===== config.mk =====
export PLATFORM = sky130hd
export DESIGN_NAME = index_vec_rebuild
export DESIGN_NICKNAME = d
export VERILOG_FILES = /design/src/rtl/index_vec_rebuild_pkg.sv /design/src/rtl/index_vec_rebuild_onehot_dec.sv /design/src/rtl/index_vec_rebuild.sv
export SDC_FILE = /design/constraint.sdc
export NUM_CORES = 1
export LEC_CHECK = 0
export ABC_AREA = 1
export CAP_MARGIN = 25
export CORE_MARGIN = 4
export CORE_UTILIZATION = 66
export CTS_BUF_LIST = sky130_fd_sc_hd__clkbuf_8
export DETAILED_ROUTE_END_ITERATION = 16
export DONT_BUFFER_PORTS = 1
export PLACE_DENSITY = 0.88
export SETUP_SLACK_MARGIN = 0.02
export SLEW_MARGIN = 20
export SYNTH_ARGS = -nofsm -noshare
export SYNTH_HDL_FRONTEND = slang
export SYNTH_SLANG_ARGS = --single-unit

===== constraint.sdc =====
create_clock -name clk -period 3.8 [get_ports clk]
set_input_delay 0.95 -clock clk [delete_from_list [all_inputs] [get_ports clk]]
set_output_delay 0.95 -clock clk [all_outputs]
set_load 0.01 [all_outputs]

===== src/rtl/index_vec_rebuild_pkg.sv =====
// Shared definitions for the index -> vector rebuild path.
// Holds the default vector width, the derived index/count widths and the
// FSM state encoding used by index_vec_rebuild.
package index_vec_rebuild_pkg;

  localparam int DEF_VEC_WIDTH = 8;

  // Width of an index able to address every bit of a width-n vector.
  function automatic int idx_width(input int n);
    return $clog2(n);
  endfunction

  // Width of a population count able to hold the value n.
  function automatic int cnt_width(input int n);
    return $clog2(n + 1);
  endfunction

  typedef enum logic {
    COLLECT = 1'b0,
    HOLD    = 1'b1
  } state_t;

endpackage


===== src/rtl/index_vec_rebuild_onehot_dec.sv =====
// idx_onehot_dec: combinational index decoder.
// Ports:
//   idx      - bit index to decode
//   onehot   - VEC_WIDTH-bit mask with bit idx set (all zero if out of range)
//   in_range - idx addresses a bit of the vector (idx < VEC_WIDTH)
module idx_onehot_dec #(
  parameter int VEC_WIDTH = 8,
  parameter int IDX_WIDTH = $clog2(VEC_WIDTH)
) (
  input  logic [IDX_WIDTH-1:0] idx,
  output logic [VEC_WIDTH-1:0] onehot,
  output logic                 in_range
);

  // Explicit compare per bit keeps non-power-of-two widths exact: indices
  // at or above VEC_WIDTH match no bit and leave in_range low.
  always_comb begin
    onehot   = '0;
    in_range = 1'b0;
    for (int unsigned i = 0; i < VEC_WIDTH; i++) begin
      if (idx == IDX_WIDTH'(i)) begin
        onehot[i] = 1'b1;
        in_range  = 1'b1;
      end
    end
  end

endmodule


===== src/rtl/index_vec_rebuild.sv =====
// index_vec_rebuild: rebuilds a request vector from a stream of bit indices.
// Each accepted beat sets one bit (unless empty); the beat flagged last
// closes the vector, which is presented on a registered output handshake
// together with its population count, an out-of-range flag and a
// duplicate-index flag.
// Ports:
//   clk, rst_n          - clock (rising edge), asynchronous active-low reset
//   s_idx/s_empty/s_last/s_valid/s_ready - input beat handshake
//   m_vec/m_count/m_err/m_dup           - rebuilt vector and its status
//   m_valid/m_ready                     - output vector handshake
module index_vec_rebuild
  import index_vec_rebuild_pkg::*;
#(
  parameter  int VEC_WIDTH = DEF_VEC_WIDTH,
  localparam int IDX_WIDTH = idx_width(VEC_WIDTH),
  localparam int CNT_WIDTH = cnt_width(VEC_WIDTH)
) (
  input  logic                 clk,
  input  logic                 rst_n,
  input  logic [IDX_WIDTH-1:0] s_idx,
  input  logic                 s_empty,
  input  logic                 s_last,
  input  logic                 s_valid,
  output logic                 s_ready,
  output logic [VEC_WIDTH-1:0] m_vec,
  output logic [CNT_WIDTH-1:0] m_count,
  output logic                 m_err,
  output logic                 m_dup,
  output logic                 m_valid,
  input  logic                 m_ready
);

  state_t                 state_q, state_d;
  logic [VEC_WIDTH-1:0]   acc_q, acc_d;
  logic [CNT_WIDTH-1:0]   cnt_q, cnt_d;
  logic                   err_q, err_d;
  logic                   dup_q, dup_d;
  logic [VEC_WIDTH-1:0]   onehot;
  logic                   in_range;
  logic                   hit;
  logic                   fresh;
  logic                   load;
  logic                   unload;

  idx_onehot_dec #(
    .VEC_WIDTH (VEC_WIDTH),
    .IDX_WIDTH (IDX_WIDTH)
  ) u_dec (
    .idx      (s_idx),
    .onehot   (onehot),
    .in_range (in_range)
  );

  assign s_ready = (state_q == COLLECT);

  always_comb begin
    state_d = state_q;
    acc_d   = acc_q;
    cnt_d   = cnt_q;
    err_d   = err_q;
    dup_d   = dup_q;
    load    = 1'b0;
    unload  = 1'b0;
    hit     = !s_empty && in_range;
    // Count only bits not already in the accumulator, so a full vector
    // tops out at VEC_WIDTH regardless of repeats.
    fresh   = hit && ((acc_q & onehot) == '0);
    case (state_q)
      COLLECT: begin
        if (s_valid) begin
          if (hit)              acc_d = acc_q | onehot;
          if (fresh)            cnt_d = cnt_q + CNT_WIDTH'(1);
          if (hit && !fresh)    dup_d = 1'b1;
          if (!s_empty && !in_range) err_d = 1'b1;
          if (s_last) begin
            state_d = HOLD;
            load    = 1'b1;
          end
        end
      end
      HOLD: begin
        if (m_ready) begin
          state_d = COLLECT;
          acc_d   = '0;
          cnt_d   = '0;
          err_d   = 1'b0;
          dup_d   = 1'b0;
          unload  = 1'b1;
        end
      end
    endcase
  end

  always_ff @(posedge clk or negedge rst_n) begin
    if (!rst_n) begin
      state_q <= COLLECT;
      acc_q   <= '0;
      cnt_q   <= '0;
      err_q   <= 1'b0;
      dup_q   <= 1'b0;
      m_vec   <= '0;
      m_count <= '0;
      m_err   <= 1'b0;
      m_dup   <= 1'b0;
      m_valid <= 1'b0;
    end else begin
      state_q <= state_d;
      acc_q   <= acc_d;
      cnt_q   <= cnt_d;
      err_q   <= err_d;
      dup_q   <= dup_d;
      // Output registers take the merged values of the last beat directly,
      // so the vector is visible the cycle after the last beat is accepted.
      if (load) begin
        m_vec   <= acc_d;
        m_count <= cnt_d;
        m_err   <= err_d;
        m_dup   <= dup_d;
        m_valid <= 1'b1;
      end else if (unload) begin
        m_valid <= 1'b0;
      end
    end
  end

endmodule


# Word level (Yosys, flattened, before mapping)
# Cells that the tools add are included.
# word_totals
regBits	30
out_inout_bits	16
elab_cells	71
# classes
addsub	1
eq_ne	7
mux	40
bitwise_logic	3
reduce_logical	10
# ops
cell	n
$mux W1	29
$mux W8	3
$pmux W8 S2	1
$eq A3 B3 Y1 const B	4
$mux W4	3
$and A8 B8 Y8	1
$logic_not A8 Y1	1
$or A8 B8 Y8	1
$pmux W4 S2	1
$eq A3 B2 Y1 const B	2
$pmux W1 S2	3
$add A4 B1 Y4 const B	1
$logic_and A1 B1 Y1	4
$eq A3 B1 Y1 const B	1
$logic_not A1 Y1	3
$logic_not A3 Y1	1
$reduce_bool A2 Y1	1
$not A1 Y1	1

# Logic depth before layout (Yosys ltp)
# Gate-level depths: netlist of run 1.
# depth
ltp_word	16
depth_mapped	12
ltp_nobuf	11

# Modules after synthesis
# From an unflattened synthesis of run 1, not the netlist that was laid out.
# unflattened
cells_unflattened	168
area_unflattened_um2	1380.1
# modules_own_cells
module	n_inst	cells_per_inst	area_per_inst_um2	seq_area_each_um2
index_vec_rebuild	1	151	1312.5	750.7
idx_onehot_dec	1	17	67.6	0.0

# Worst setup path after synthesis of run 1
# Ideal clock, no wire load.
# synth_timing
path_kind	in2reg
startpoint	in s_idx[0]
endpoint	reg m_count[3]
arrival_ns	1.807
required_ns	3.683
setup_slack_ns	1.876
stages	12
n_path_buf	1
cell_sequence	buf_6 -> inv_4 -> nand4_1 -> nand2_1 -> nor2_2 -> nand2_2 -> nor2_4 -> nand3_1 -> nand2_1 -> nand2_1 -> nand2_1 -> nand2_1
# synth_between
elab_chain_cells	14
elab_cells_between_ends	30
classes_between	eq/ne (7); mux (18); bitwise (1); reduce/logical (4)
# synth_lines
element	line	text
start, declared	index_vec_rebuild.sv:20	input logic [IDX_WIDTH-1:0] s_idx,
$logic_not A3 Y1	index_vec_rebuild_onehot_dec.sv:21	if (idx == IDX_WIDTH'(i)) begin
$mux W1 (8 in a row)	index_vec_rebuild_onehot_dec.sv:21	
$logic_and A1 B1 Y1	index_vec_rebuild.sv:64	hit = !s_empty && in_range;
$logic_and A1 B1 Y1 *	index_vec_rebuild.sv:67	fresh = hit && ((acc_q & onehot) == '0);
$mux W4 *	index_vec_rebuild.sv:72	if (fresh) cnt_d = cnt_q + CNT_WIDTH'(1);
$mux W4 *	index_vec_rebuild.sv:70	if (s_valid) begin
$pmux W4 S2 *	index_vec_rebuild.sv:68	case (state_q)
named net cnt_d[3]	index_vec_rebuild.sv:35	logic [CNT_WIDTH-1:0] cnt_q, cnt_d;
end signal, assigned	index_vec_rebuild.sv:116	m_count <= cnt_d;
end, declared	index_vec_rebuild.sv:26	output logic [CNT_WIDTH-1:0] m_count,
# The timed path passes the listed nets; every way through them passes the cells marked *.
# A chain may end at the register's enable or synchronous reset.

# Final worst setup path of run 1
# layout_timing
startpoint	in s_empty
endpoint	reg m_count[3]
# layout_between
elab_chain_cells	6
# layout_lines
element	line	text
start, declared	index_vec_rebuild.sv:21	input logic s_empty,
$logic_not A1 Y1	index_vec_rebuild.sv:64	
$logic_and A1 B1 Y1	index_vec_rebuild.sv:64	
$logic_and A1 B1 Y1	index_vec_rebuild.sv:67	
$mux W4	index_vec_rebuild.sv:72	
$mux W4	index_vec_rebuild.sv:70	
$pmux W4 S2	index_vec_rebuild.sv:68	
named net cnt_d[3]	index_vec_rebuild.sv:35	
# The timed path passes the listed nets, and every way through them passes these cells.

==> results.ini, run 1 <==
[status]
status = finished, final reports clean

[clock_network]
tritoncts_clock_tree = yes
cts_hold_buffers = 0
max-clock-path-buffers = 2
clock_tree.root_cell = sky130_fd_sc_hd__clkbuf_8
tritoncts.num_buffers = 5
clock_sink_count = 30
insertion_delay_ns = 0.28
worst_setup_hold_path_clk_slew_ns = 0.06
cts_setup_buffers = 0
htree_num_levels = 2
cts-resized-gates = 0

[synth]
synth_top_family_by_area = simple AND/OR/NAND/NOR gates
fraction_of_synthesized_cell_area_taken_by_the_top_area_cell_type = 0.5352
avg_inst_size_synth_um2 = 8.877
post_syn_instances = 158
ys_warn_count = 0
netlist_area_um2 = 1403
seq_area_frac_synth = 0.5352
synth.lib_cells_used.distinct = 19
synth_nets = 168
post-synth-top-area-cell = sky130_fd_sc_hd__dfrtp_1
synth-compound-area-share = 0.09813
synth-simple-area-share = 0.2819
synth_xor_xnor_area_share = 0
synth-adder-area-share = 0.008921
synth.mux.area_fraction = 0
synthesis_stage_register_bit_count = 30
synth.top_cells.by_area = sky130_fd_sc_hd__dfrtp_1 54%, sky130_fd_sc_hd__nand2_1 18%, sky130_fd_sc_hd__o41ai_2 7.0%

[setup_path]
reg_to_reg_setup_timing_slack_ns = 2.05
cpMostUsedCell = sky130_fd_sc_hd__nand2_1
worst_setup_start_kind = input pin
worstPathArrival_ns = 2.06
worst-setup-path-type = input pin to flip-flop
cpPeakStageDelay_ns = 0.41
end_kind = flip-flop
crit_required_ns = 3.96
crit_slowest_cell = sky130_fd_sc_hd__nand3_1
timing.rr.start = state_q
path_buf_inv = 1
critical_path_peak_fanout = 11
rr_endpoint = m_vec[3]
worstPathCellList = inv_1 -> nand3_1 -> nor2_4 -> nand3_1 -> nand2_1 -> nand2_1 -> nand2_1 -> nand2_1
ff2ff_path_depth = 5
path_delay_family = simple AND/OR/NAND/NOR gates

[die]
pin_count = 25
initial_core_util = 0.7077
placementRows = 16
vert_die_dim_um = 54.10
core-area_um2 = 1982
die_area_um2 = 2927
fp.dieW_um = 54.10

[timing]
final_min_period_over_clock_period = 0.4993
hold_viol_final = 0
rsz0062_at_grt = no
finalSetupViolCount = 0
fin_setup_tns_ns = 0
tightestPinTransition_ns = 0.6488
slew_margin_rel = 0.5663
final.setup_skew_ns = 0.007348
final_critical_delay_including_setup_and_external_delays_ns = 1.897
fin_worst_hold_slack_ns = 0.3608
number_of_max_slew_violations_in_the_final_report = 0
max_freq_mhz = 527.0

[global_routing]
gr_util_all_layers = 0.2323
gr-max-usage-layer = met2
global_route_wire_length_before_repair_um = 4602
grt.overflow.total = 0
largest_net_degree_at_the_start_of_global_routing = 31
grt_pass1_vias = 1000
gr-usage-met3 = 0.09418
antenna_found_initial = 0
met1_capacity_usage_during_global_routing = 0.3095
met2_usage = 0.3306

[detailed_routing]
detailedRoute.firstPassIterationCount = 4
ant_nets = 0
drt_wl_total_um = 2824
avgRoutedWirePerCell_um = 15.18
num_vias = 1053
drt_iter0_drc = 21
detail_route.vias_per_cell = 5.661
remaining_drc_errors = 0

[flow_run]
maxCapViolations = 0

[final_layout]
syn2layout_area_growth_pct = 5.353
nets = 168
antennaDiodeCount = 0
filler_cells = 131
post_route_cells_drive_above_1_share = 0.1384
post-route-cell-area_um2 = 1478

[power]
peakVddDrop_uv = 373.2
power_per_cell_area_nw_per_um2 = 556.1
power.static_leakage_nw = 0.7974
total_power_uw = 821.7

[placement]
dpl_cell_area_um2 = 1386
post-dp-hpwl_um = 1968
portBuffers = 0
gpl.final_weighted_congestion = 0.8868

[worst_hold_path]
worst_hold_path_type = input pin to asynchronous set/reset pin

## cell usage in the layout, fill, tap and decap left out, drive strengths merged
cell    instances
nand2          69
dfrtp          30
inv            14
nor2            9
o21ai           8
nand3           7
nand4           7
o41ai           6
clkbuf          6
and2            1
ha              1
clkinv          1
## layer usage
metal,up-vias,wire [µm]
li1,506,-
met1,495,1216
met2,47,1298
met3,5,273
met4,0,36
met5,-,0
## cells in the mapped netlist
master	instances
sky130_fd_sc_hd__nand4_1	7
sky130_fd_sc_hd__inv_4	3
sky130_fd_sc_hd__inv_2	1
sky130_fd_sc_hd__buf_2	1
sky130_fd_sc_hd__nor2_4	1
sky130_fd_sc_hd__nor2_2	3
sky130_fd_sc_hd__nand2_2	1
sky130_fd_sc_hd__dfrtp_1	30
sky130_fd_sc_hd__nor2_1	5
sky130_fd_sc_hd__inv_1	9
sky130_fd_sc_hd__buf_6	3
sky130_fd_sc_hd__and2_1	1
sky130_fd_sc_hd__o21ai_0	5
sky130_fd_sc_hd__o21ai_1	3
sky130_fd_sc_hd__nand2_1	68
sky130_fd_sc_hd__o41ai_2	6
sky130_fd_sc_hd__clkbuf_1	3
sky130_fd_sc_hd__nand3_1	7
sky130_fd_sc_hd__ha_1	1
## cell families after synthesis
logic type,count (synthesis)
simple gates,93
compound gates,14
fa+ha+maj,1
buf+inv,20
flops,30
## power breakdown
part	total, mW	switching (mW)	internal (mW)
sequential	0.439	0.0608	0.379
combinational	0.127	0.0802	0.0470
clock	0.255	0.112	0.143
total	0.822	0.253	0.569
## state kept, by name (all words and copies together), names as in the netlist
register	cells
dup_q	1
acc_q	8
cnt_q	4
m_valid	1
m_vec	8
state_q	1
m_count	4
m_dup	1
m_err	1
err_q	1
## final cells by class
cell class / instances / area (µm²) / share of cell area
sequential: 30 / 750.7 / 0.5080
multi-input combinational: 108 / 545.5 / 0.3692
clock inverter: 2 / 8.758 / 0.005927
inverter: 13 / 56.30 / 0.03810
clock buffer: 6 / 82.58 / 0.05588
tap: 27 / 33.78 / 0.02286
## worst max-delay path by stage
| stage | from | endpoint | slack, ns | cells past startpoint |
|---|---|---|---|---|
| final | s_empty | m_count[3] | 1.90 | 8 |
| after global routing | s_last | m_dup | 1.75 | 4 |
| after CTS | s_empty | m_count[3] | 1.90 | 8 |
| after detailed placement | s_empty | m_count[3] | 1.60 | 8 |
| after global placement | s_empty | m_count[3] | 1.65 | 8 |
| after floorplan | s_idx[0] | m_count[3] | 1.88 | 12 |
## stage by stage
stage / setup slack [ns] / utilization / std cells
5_1_grt: 1.753 / 0.7456 / 186
2_1_floorplan: 1.876 / - / 158
6_report: 1.903 / 0.7456 / 186
3_3_place_gp: 1.648 / 0.6995 / 178
4_1_cts: 1.901 / 0.7456 / 186
3_5_place_dp: 1.600 / 0.6995 / 178
(Power assumes the default switching activity.)
==> run 2, diff against run 1 <==
- CORE_UTILIZATION: 66 -> 58
- PLACE_DENSITY: 0.88 -> 0.82
- clock period: 3.8 -> 1.6 ns (I/O delays scaled with it)
==> run 2 against run 1 <==
Sequential share of layout area shrank 2.3 points. Register-to-register slack lost 1.9 ns. Global-route usage shrank 4.2 points. Clock power rose to 3.0 times the previous value. Total power increased to 2.6 times the previous value. Largest power group unchanged. Highest routed layer unchanged.
==> results.ini, run 2 (synthesis gave the netlist of run 1 again) <==
[clock_network]
max-clock-path-buffers = 2  ; unchanged
worst_setup_hold_path_clk_slew_ns = 0.07  ; about the same
insertion_delay_ns = 0.29  ; about the same
htree_num_levels = 2  ; unchanged
tritoncts.num_buffers = 5  ; unchanged
tritoncts_clock_tree = yes
clock_tree.root_cell = sky130_fd_sc_hd__clkbuf_8
cts-resized-gates = 0  ; unchanged
clock_sink_count = 30  ; unchanged

[power]
power_per_cell_area_nw_per_um2 = 1368  ; +150%
peakVddDrop_uv = 944.3  ; +150%
power.static_leakage_nw = 0.8178  ; +2.5%

[setup_path]
worst-setup-path-type = flip-flop to flip-flop
worstPathArrival_ns = 1.66  ; -0.40 ns
crit_required_ns = 1.83  ; -2.13 ns
critical_path_peak_fanout = 9  ; -2
cpPeakStageDelay_ns = 0.41  ; about the same
cpMostUsedCell = sky130_fd_sc_hd__nand2_1
worst_setup_start_kind = flip-flop
end_kind = flip-flop
reg_to_reg_setup_timing_slack_ns = 0.17  ; -1.88 ns
crit_slowest_cell = sky130_fd_sc_hd__dfrtp_1
worstPathCellList = inv_2 -> nand3_1 -> buf_4 -> o41ai_2 -> nand2_1 -> nand2_1

[global_routing]
grt.overflow.total = 0  ; unchanged
antenna_found_initial = 0  ; unchanged
grt_pass1_vias = 1073  ; +7.3%
gr-usage-met3 = 0.07466  ; -0.01952
gr-max-usage-layer = met2
met2_usage = 0.2904  ; -0.04027
gr_util_all_layers = 0.1898  ; -0.04245
global_route_wire_length_before_repair_um = 4643  ; +0.89%
met1_capacity_usage_during_global_routing = 0.2199  ; -0.08958
largest_net_degree_at_the_start_of_global_routing = 31  ; unchanged

[die]
placementRows = 17  ; +1
core-area_um2 = 2255  ; +14%
pin_count = 25  ; unchanged
vert_die_dim_um = 57.18  ; +5.7%
initial_core_util = 0.6221  ; -0.08562
fp.dieW_um = 57.18  ; +5.7%
die_area_um2 = 3269  ; +12%

[timing]
tightestPinTransition_ns = 0.4299  ; -0.2189 ns
setup_slack_ns = 0.1690  ; -1.734 ns
rsz0062_at_grt = no
fin_setup_tns_ns = 0  ; unchanged
finalSetupViolCount = 0  ; unchanged
hold_viol_final = 0  ; unchanged
slew_margin_rel = 0.7127  ; +0.1464
final_min_period_over_clock_period = 0.8944
max_freq_mhz = 698.8
final.setup_skew_ns = 0.004372  ; -0.002976 ns
final_critical_delay_including_setup_and_external_delays_ns = 1.431
number_of_max_slew_violations_in_the_final_report = 0  ; unchanged

[detailed_routing]
num_vias = 1085  ; +3.0%
drt_wl_total_um = 2794  ; -1.1%
detail_route.vias_per_cell = 5.681  ; +0.34%
avgRoutedWirePerCell_um = 14.63  ; -3.7%
ant_nets = 0  ; unchanged
drt_iter0_drc = 14  ; -33%
detailedRoute.firstPassIterationCount = 4  ; unchanged
remaining_drc_errors = 0  ; unchanged

[placement]
gpl.final_weighted_congestion = 0.8576  ; -3.3%
post-dp-hpwl_um = 1877  ; -4.6%
placement_setup_slack_ns = 0.1709  ; -1.429 ns
portBuffers = 0  ; unchanged

[final_layout]
nets = 172  ; +2.4%
filler_cells = 184  ; +40%
syn2layout_area_growth_pct = 10.26
biggestRegsByFlops = acc_q x8, m_vec x8
antennaDiodeCount = 0  ; unchanged
post_route_cells_drive_above_1_share = 0.1595  ; +0.02114
most_common_cell_after_layout_fill_and_taps_aside = sky130_fd_sc_hd__nand2_1
layout_common_cells = 68 x sky130_fd_sc_hd__nand2_1, 30 x sky130_fd_sc_hd__dfrtp_1, 9 x sky130_fd_sc_hd__inv_1

[status]
status = finished, final reports clean

[worst_hold_path]
worst_hold_path_type = input pin to flip-flop

[flow_run]
maxCapViolations = 0  ; unchanged

## run 2: final cells by class
type,count,area (µm²),share of cell area
clock buffer,5,68.82,0.04450
timing repair buffer,4,45.04,0.02913
multi-input combinational,108,545.5,0.3528
clock inverter,3,45.04,0.02913
tap,28,35.03,0.02265
sequential,30,750.7,0.4854
inverter,13,56.30,0.03641
## run 2: power by group
part | switching [mW] | internal, mW | leakage [nW]
sequential | 0.138 | 0.898 | 0.398
combinational | 0.192 | 0.122 | 0.369
clock | 0.302 | 0.462 | 0.0504
## run 2: path summary, 6_finish.rpt
path	startpoint	endpoint	cells after the start
setup reg to reg	state_q	m_vec[7]	6
min in group asynchronous	rst_n	m_vec[1]	2
max in group asynchronous	rst_n	acc_q[5]	2
hold reg to reg	acc_q[3]	acc_q[3]	2
hold / removal	s_idx[2]	acc_q[2]	1
setup / recovery	state_q	m_vec[7]	6
## run 2: repair_timing
action | in CTS | in global routing
setup buffers | 0 | 0
hold buffers | 2 | 0
endpoints found under the setup margin | 0 | 0
endpoints found under the hold margin | 30 | 0
## run 2: worst max-delay path: cells and delay by family, from the launching register on
kind            cells  cell delay [ns]
compound gates      1             0.29
buf+inv             2             0.35
flops               1             0.41
simple gates        3             0.33
## run 2: routing by layer
metal / part of all wire / routed length, µm
met5: 0 / 0
met3: 0.090 / 251
met4: 0.019 / 54
met1: 0.43 / 1215
met2: 0.46 / 1273
## run 2: per-stage QoR
stage / power [mW] / utilization / cells / cell area, µm² / hold slack (ns)
after floorplan: 1.278 / - / 158 / 1403 / 0.1044
after global placement: 1.322 / 0.6221 / 181 / 1403 / 0.1055
after detailed placement: 1.338 / 0.6221 / 181 / 1403 / 0.1053
after CTS: 2.135 / 0.6859 / 191 / 1546 / 0.2073
after global routing: 2.234 / 0.6859 / 191 / 1546 / 0.2086
final: 2.115 / 0.6859 / 191 / 1546 / 0.2166
